===== src/rtl/cross_bar_pkg.sv =====
// Shared crossbar definitions: bus widths, the master requester state
// encoding and a small elaboration-time helper.
package cross_bar_pkg;

    localparam int ADDR_W = 32;
    localparam int DATA_W = 32;

    typedef enum logic [2:0] {
        IDLE = 3'd0,
        REQ  = 3'd1,
        ADDR = 3'd2,
        RESP = 3'd3,
        REL  = 3'd4
    } mreq_state_t;

    function automatic int max_int(input int a, input int b);
        return (a > b) ? a : b;
    endfunction

endpackage


===== src/rtl/cross_bar_down_counter.sv =====
// Loadable saturating down-counter, shared by the response timeout and the
// post-transaction request gap.
// Ports:
//   clk, aresetn  clock / asynchronous active-low reset
//   load          load load_val this cycle (takes priority over en)
//   load_val      value to load
//   en            decrement by one, holding at zero
//   count         current value
//   zero          count == 0
module cross_bar_down_counter #(
    parameter int W = 4
) (
    input  logic         clk,
    input  logic         aresetn,
    input  logic         load,
    input  logic [W-1:0] load_val,
    input  logic         en,
    output logic [W-1:0] count,
    output logic         zero
);

    always_ff @(posedge clk or negedge aresetn) begin
        if (!aresetn) begin
            count <= '0;
        end else if (load) begin
            count <= load_val;
        end else if (en && (count != '0)) begin
            count <= count - 1'b1;
        end
    end

    assign zero = (count == '0);

endmodule


===== src/rtl/cross_bar_master_req.sv =====
// Master-side requester for one crossbar master port. Takes one local command,
// requests the round-robin arbiter until granted, runs the slave address/ack
// and response phases, then releases req for REL_GAP cycles so the arbiter's
// falling-edge detector sees the release.
// Ports:
//   clk, aresetn                      clock / asynchronous active-low reset
//   cmd_valid/ready/wr/addr/wdata     local command handshake
//   req, grant                        this master's bit of the arbiter pair
//   s_req/s_wr/s_addr/s_wdata, s_ack  slave address phase
//   s_resp, s_rdata                   slave response strobe and read data
//   rsp_valid/rsp_rdata/rsp_err       one-cycle completion to the local side
//
// state | meaning
// IDLE  | ready for a local command
// REQ   | req high, waiting for grant
// ADDR  | granted, s_req high, waiting for s_ack
// RESP  | acked, waiting for s_resp or the response timeout
// REL   | req held low for the release gap
module cross_bar_master_req
    import cross_bar_pkg::*;
#(
    parameter int REL_GAP = 4,
    parameter int RESP_TO = 64
) (
    input  logic              clk,
    input  logic              aresetn,
    input  logic              cmd_valid,
    output logic              cmd_ready,
    input  logic              cmd_wr,
    input  logic [ADDR_W-1:0] cmd_addr,
    input  logic [DATA_W-1:0] cmd_wdata,
    output logic              req,
    input  logic              grant,
    output logic              s_req,
    output logic              s_wr,
    output logic [ADDR_W-1:0] s_addr,
    output logic [DATA_W-1:0] s_wdata,
    input  logic              s_ack,
    input  logic              s_resp,
    input  logic [DATA_W-1:0] s_rdata,
    output logic              rsp_valid,
    output logic [DATA_W-1:0] rsp_rdata,
    output logic              rsp_err
);

    localparam int TMR_W = $clog2(max_int(RESP_TO, REL_GAP) + 1);

    if (REL_GAP < 3) begin : g_rel_gap_check
        $error("cross_bar_master_req: REL_GAP must be at least 3");
    end

    mreq_state_t       state, state_nxt;
    logic              accept;
    logic              tmr_load, tmr_en, tmr_zero, tmr_done;
    logic [TMR_W-1:0]  tmr_val, tmr_count;

    logic              cmd_ready_nxt, req_nxt, s_req_nxt, s_wr_nxt;
    logic              rsp_valid_nxt, rsp_err_nxt;
    logic [ADDR_W-1:0] s_addr_nxt;
    logic [DATA_W-1:0] s_wdata_nxt, rsp_rdata_nxt;

    assign accept = cmd_valid && cmd_ready && (state == IDLE);

    // The FSM acts in the cycle the counter steps onto zero, so the timeout
    // fires RESP_TO cycles after the ack and req stays low exactly REL_GAP.
    assign tmr_done = tmr_zero || (tmr_count == TMR_W'(1));
    assign tmr_en   = (state == RESP) || (state == REL);

    cross_bar_down_counter #(.W(TMR_W)) u_timer (
        .clk      (clk),
        .aresetn  (aresetn),
        .load     (tmr_load),
        .load_val (tmr_val),
        .en       (tmr_en),
        .count    (tmr_count),
        .zero     (tmr_zero)
    );

    // State and output registers
    always_ff @(posedge clk or negedge aresetn) begin
        if (!aresetn) begin
            state     <= IDLE;
            cmd_ready <= 1'b1;
            req       <= 1'b0;
            s_req     <= 1'b0;
            s_wr      <= 1'b0;
            s_addr    <= '0;
            s_wdata   <= '0;
            rsp_valid <= 1'b0;
            rsp_rdata <= '0;
            rsp_err   <= 1'b0;
        end else begin
            state     <= state_nxt;
            cmd_ready <= cmd_ready_nxt;
            req       <= req_nxt;
            s_req     <= s_req_nxt;
            s_wr      <= s_wr_nxt;
            s_addr    <= s_addr_nxt;
            s_wdata   <= s_wdata_nxt;
            rsp_valid <= rsp_valid_nxt;
            rsp_rdata <= rsp_rdata_nxt;
            rsp_err   <= rsp_err_nxt;
        end
    end

    // Next state and timer control
    always_comb begin
        state_nxt = state;
        tmr_load  = 1'b0;
        tmr_val   = '0;
        case (state)
            IDLE: if (accept) state_nxt = REQ;
            REQ:  if (grant) state_nxt = ADDR;
            ADDR: begin
                // s_ack wins over a simultaneous grant drop
                if (s_ack) begin
                    state_nxt = RESP;
                    tmr_load  = 1'b1;
                    tmr_val   = TMR_W'(RESP_TO);
                end else if (!grant) begin
                    state_nxt = REQ;
                end
            end
            RESP: begin
                if (s_resp || ((RESP_TO != 0) && tmr_done)) begin
                    state_nxt = REL;
                    tmr_load  = 1'b1;
                    tmr_val   = TMR_W'(REL_GAP - 1);
                end
            end
            REL:  if (tmr_done) state_nxt = IDLE;
            default: state_nxt = IDLE;
        endcase
    end

    // Next values of the registered outputs
    always_comb begin
        cmd_ready_nxt = (state_nxt == IDLE);
        req_nxt       = (state_nxt == REQ) || (state_nxt == ADDR) || (state_nxt == RESP);
        s_req_nxt     = (state_nxt == ADDR);
        s_wr_nxt      = s_wr;
        s_addr_nxt    = s_addr;
        s_wdata_nxt   = s_wdata;
        rsp_valid_nxt = 1'b0;
        rsp_rdata_nxt = rsp_rdata;
        rsp_err_nxt   = rsp_err;
        if (accept) begin
            s_wr_nxt    = cmd_wr;
            s_addr_nxt  = cmd_addr;
            s_wdata_nxt = cmd_wdata;
        end
        if ((state == RESP) && (state_nxt == REL)) begin
            rsp_valid_nxt = 1'b1;
            // s_resp wins over a same-cycle timeout
            if (s_resp) begin
                rsp_err_nxt   = 1'b0;
                rsp_rdata_nxt = s_wr ? '0 : s_rdata;
            end else begin
                rsp_err_nxt   = 1'b1;
                rsp_rdata_nxt = '0;
            end
        end
    end

endmodule


===== config.mk =====
export PLATFORM = sky130hd
export DESIGN_NAME = cross_bar_master_req
export DESIGN_NICKNAME = d
export VERILOG_FILES = /design/src/rtl/cross_bar_pkg.sv /design/src/rtl/cross_bar_down_counter.sv /design/src/rtl/cross_bar_master_req.sv
export SDC_FILE = /design/constraint.sdc
export NUM_CORES = 1
export LEC_CHECK = 0
export CAP_MARGIN = 25
export CORE_ASPECT_RATIO = 0.5
export CORE_MARGIN = 8
export CORE_UTILIZATION = 45
export DETAILED_ROUTE_END_ITERATION = 8
export MAX_ROUTING_LAYER = met4
export PLACE_DENSITY = 0.94
export SLEW_MARGIN = 15
export SYNTH_ARGS = -nofsm -noshare
export SYNTH_HDL_FRONTEND = slang
export SYNTH_SLANG_ARGS = --single-unit

===== constraint.sdc =====
create_clock -name clk -period 5.8 [get_ports clk]
set_clock_uncertainty 0.15 [all_clocks]
set_input_delay 0.87 -clock clk [delete_from_list [all_inputs] [get_ports clk]]
set_output_delay 0.87 -clock clk [all_outputs]
set_load 0.1 [all_outputs]

# After elaboration in Yosys (flattened, before gate mapping)

Cells that the tools add are included.

Word-level logic and storage cells: 54
Register bits after elaboration: 112
Output and inout port bits: 102
Input port bits: 103

Reductions and logical operators: 14
Add/sub/neg operators: 1
Eq/ne operators: 9
Mux-type cells: 19

Operator list:

| operator            | count |
|---|---|
| $mux 32             | 2 |
| $mux 7              | 3 |
| $mux 3              | 6 |
| $pmux 3 s5          | 1 |
| $pmux 7 s2          | 1 |
| $eq 3x2->1 const B  | 4 |
| $eq 7x1->1 const B  | 1 |
| $logic_not 7->1     | 1 |
| $reduce_bool 7->1   | 1 |
| $sub 7x1->7 const B | 1 |
| $eq 3x1->1 const B  | 2 |
| $eq 3x3->1 const B  | 2 |
| $logic_not 3->1     | 2 |
| $logic_or 1x1->1    | 5 |
| $logic_and 1x1->1   | 4 |
| $mux 1              | 4 |
| $mux 2              | 1 |
| $pmux 1 s2          | 1 |
| $reduce_bool 2->1   | 1 |

# Depth between registers and ports, before layout

Depth after elaboration: 8
Gate-level depth with buffers: 8

# By module

Synthesis repeated with hierarchy kept, for this count alone.

Cells, all modules: 380
Area, all modules: 4829.6 um^2

Modules (own cells, without submodules):

| module                 | instances | sequential area each (um^2) | cells an instance | area each (um^2) |
|---|---|---|---|---|
| cross_bar_master_req   | 1         | 2628.8                      | 328               | 4367.9 |
| cross_bar_down_counter | 1         | 175.2                       | 52                | 461.7 |

# Worst setup path after synthesis

No wires, ideal clock.

Kind: flip-flop to flip-flop
Start: reg cmd_ready
End: reg s_wr
Data arrival time: 2042 ps
Library setup time: 126 ps
Required time: 5524 ps
Buffers on the path: 2
Stages on the path, launching flop included: 6
Slack: 3482 ps
Cells stage by stage: dfstp_2 -> nand2_1 -> nor4_1 -> buf_2 -> buf_2 -> mux2_2

Longest elaborated chain between the ends: 2

Ends and longest elaborated chain:

| element                        | RTL line                   | RTL |
|---|---|---|
| start, declared                | cross_bar_master_req.sv:28 | `output logic cmd_ready,` |
| start signal, assigned         | cross_bar_master_req.sv:94 | `cmd_ready <= cmd_ready_nxt;` |
| $logic_and 1x1->1 (2 in a row) | cross_bar_master_req.sv:62 | `assign accept = cmd_valid && cmd_ready && (state == IDLE);` |
| end signal, assigned           | cross_bar_master_req.sv:97 | `s_wr <= s_wr_nxt;` |
| end, declared                  | cross_bar_master_req.sv:35 | `output logic s_wr,` |

No other way between the ends.
A chain may end at the register's enable or synchronous reset.

# Worst setup path after layout

Start: reg cmd_ready
End: out cmd_ready

No word-level cell between the ends.

==> metrics.txt <==
status finished, final reports clean; Post-Syn Instances 358; DR pass1 iterations 4; Buffers on Ports 204; gpl congestion 0.791; CTS sink count 112; max-cap violation count 0; most used cells in the layout excluding fill and tap cells clkdlybuf4s50_1, dfrtp_1, o21ai_0; Post-DP HPWL 9.85 mm; Post-Route WL 13.4 mm; via/cell ratio 5.16; Post-Syn Area 4480 um^2; ys flop type dfrtp_1; hold path cells 1; Final ANT Viol Nets 0; endpoints failing setup 0; total negative slack 0 ns; synth warn 0; gr ovfl total 0; clock latency on the worst-skew pair 0.34 ns; CTS Hold Bufs 0; critical path's top delay family buffers and inverters; CTS tree built; area grow syn2layout 54.7%; Placeable Area 9540 um^2; TritonCTS Buffers 9; Hold Crit Class reg -> reg; post-layout min period 3.06 ns; endpoint class of the critical path primary output; Reg clk slew, reported paths 0.07 ns; worst path arrival time 2.04 ns; slew of the pin with the lowest slew margin 1.04 ns; Vias 3577; DIE HEIGHT 86.5 um; post-CTS sizing 0; critical path depth in cells 1; Worst Path Required 4.78 ns; Die Span X 157 um; Seq/Total Area, Yosys 62.7%; syn avg cell area 12.5 um^2; ANT cells 0; Peak Freq 326 MHz; Post-CTS Repair Setup Buffers 0; Avg WL per Cell 19.3 um; starting DRC count in detailed routing 253; drt drc 0; register bit total from synthesis 112; worst-case reg-to-reg path depth 5; Worst slew margin 30.3%; post-synth cell types 36; Final Hold Violating Endpoints 0; Startpoint Class flop; unrepaired setup endpoints after global routing no; vias in the first global route 3820; critical path class reg -> out; initial core utilization 46.9%; final worst-path cycle share 52.8%; gr usage total 19.9%; number of synthesized flops with an enable pin 0; global-route wire length before repair 20.6 mm; CTS root buf clkbuf_16; commonest non-fill, non-tap cell in the layout clkdlybuf4s50_1; clock buffer depth 2; maximum number of pins on one net before global-route repair 63; Max FO, Critical Path 2; initial antenna violation count 0; I/O pin total 205; Cell Rows 25; cell chain of the critical path clkdlybuf4s50_1; share of cells above drive strength 1 16.7%; fillers 635; max incr delay on CP 1.16 ns; CP max stage cell clkdlybuf4s50_1; Bufs and invs on worst path 1; fraction of registers with async set/reset 100%; post-synth net total 463; H-Tree Depth 3; fin nets 658; die area 13600 um^2; Max Slew Vio Count 0
-- layout make-up --
class / count / area, um^2 / area share (%)
clock inverter: 6 / 52.6 / 0.759
sequential: 112 / 2800 / 40.5
inverter: 4 / 15.0 / 0.217
clock buffer: 10 / 229 / 3.31
timing repair buffer: 209 / 2100 / 30.3
tap: 135 / 169 / 2.44
multi-input combinational: 217 / 1560 / 22.5
-- cells by family (layout without fill, tap and decap cells) --
logic type,after synthesis,in the layout,share of synthesized area [%]
buffers and inverters,29,229,3.07
and+or+nand+nor,61,61,6.71
DFF,112,112,62.7
AOI/OAI and AO/OA,87,87,10.3
muxes,65,65,16.4
adders and majority gates,2,2,0.559
xor gates and xnor gates,2,2,0.391
-- stage by stage --
stage / utilization, % / cells / hold WS, ns / cell area (um^2) / setup WS [ns]
floorplan: - / 358 / 0.358 / 4480 / 3.48
global placement: 69.2 / 676 / 0.337 / 6610 / 2.84
detailed placement: 69.6 / 677 / 0.344 / 6640 / 2.73
CTS: 72.5 / 693 / 0.361 / 6920 / 2.72
global route: 72.6 / 693 / 0.368 / 6920 / 2.71
finish: 72.6 / 693 / 0.358 / 6920 / 2.74
-- worst reg2reg max path, delay by kind of cell (launching register included) --
family / cells / cell delay, ns
AND/OR/NAND/NOR: 2 / 1.04
AO/OA/AOI/OAI: 2 / 0.46
flip-flops: 1 / 0.52
buffers and inverters: 1 / 0.33
-- metal layers --
metal / up-vias / global-route usage [%] / wire, um
met5: - / - / 0
met4: 0 / 7.55 / 263
met3: 16 / 4.76 / 839
met2: 138 / 35.7 / 7250
met1: 1768 / 21.3 / 5050
li1: 1655 / - / -
-- synth_stat cells, types with 2 or more instances --
master | instances | area share (%)
a211oi_1 | 2 | 0.34
a21oi_1 | 6 | 0.67
a31oi_1 | 2 | 0.28
buf_2 | 9 | 1.0
buf_6 | 2 | 0.50
clkbuf_1 | 12 | 1.0
clkbuf_2 | 2 | 0.22
dfrtp_1 | 111 | 62
ha_1 | 2 | 0.56
inv_1 | 4 | 0.34
mux2_2 | 65 | 16
nand2_1 | 35 | 2.9
nand2b_1 | 2 | 0.28
nand3_1 | 6 | 0.67
nor2_1 | 3 | 0.25
o211ai_1 | 2 | 0.34
o21ai_0 | 72 | 8.1
or3_1 | 3 | 0.42
-- sequential cells by signal, indices dropped and copies added, names as in the netlist --
name,flops
u_timer.count,7
cmd_ready,1
rsp_rdata,32
rsp_err,1
s_wdata,32
state,3
s_req,1
rsp_valid,1
s_wr,1
s_addr,32
req,1
-- path summary, 6_finish.rpt --
path	from	to	slack, ns
max reg2reg	state[2]	u_timer.count[5]	3.23
max	cmd_ready	cmd_ready	2.74
min	s_wdata[19]	s_wdata[19]	0.36
min in group asynchronous	aresetn	s_addr[14]	0.41
min reg2reg	s_wdata[19]	s_wdata[19]	0.36
max in group asynchronous	aresetn	s_addr[12]	3.85
Power is left out: the tool's default activity adds up to more than one toggle a clock period on the data nets, which glitch-free logic cannot reach.
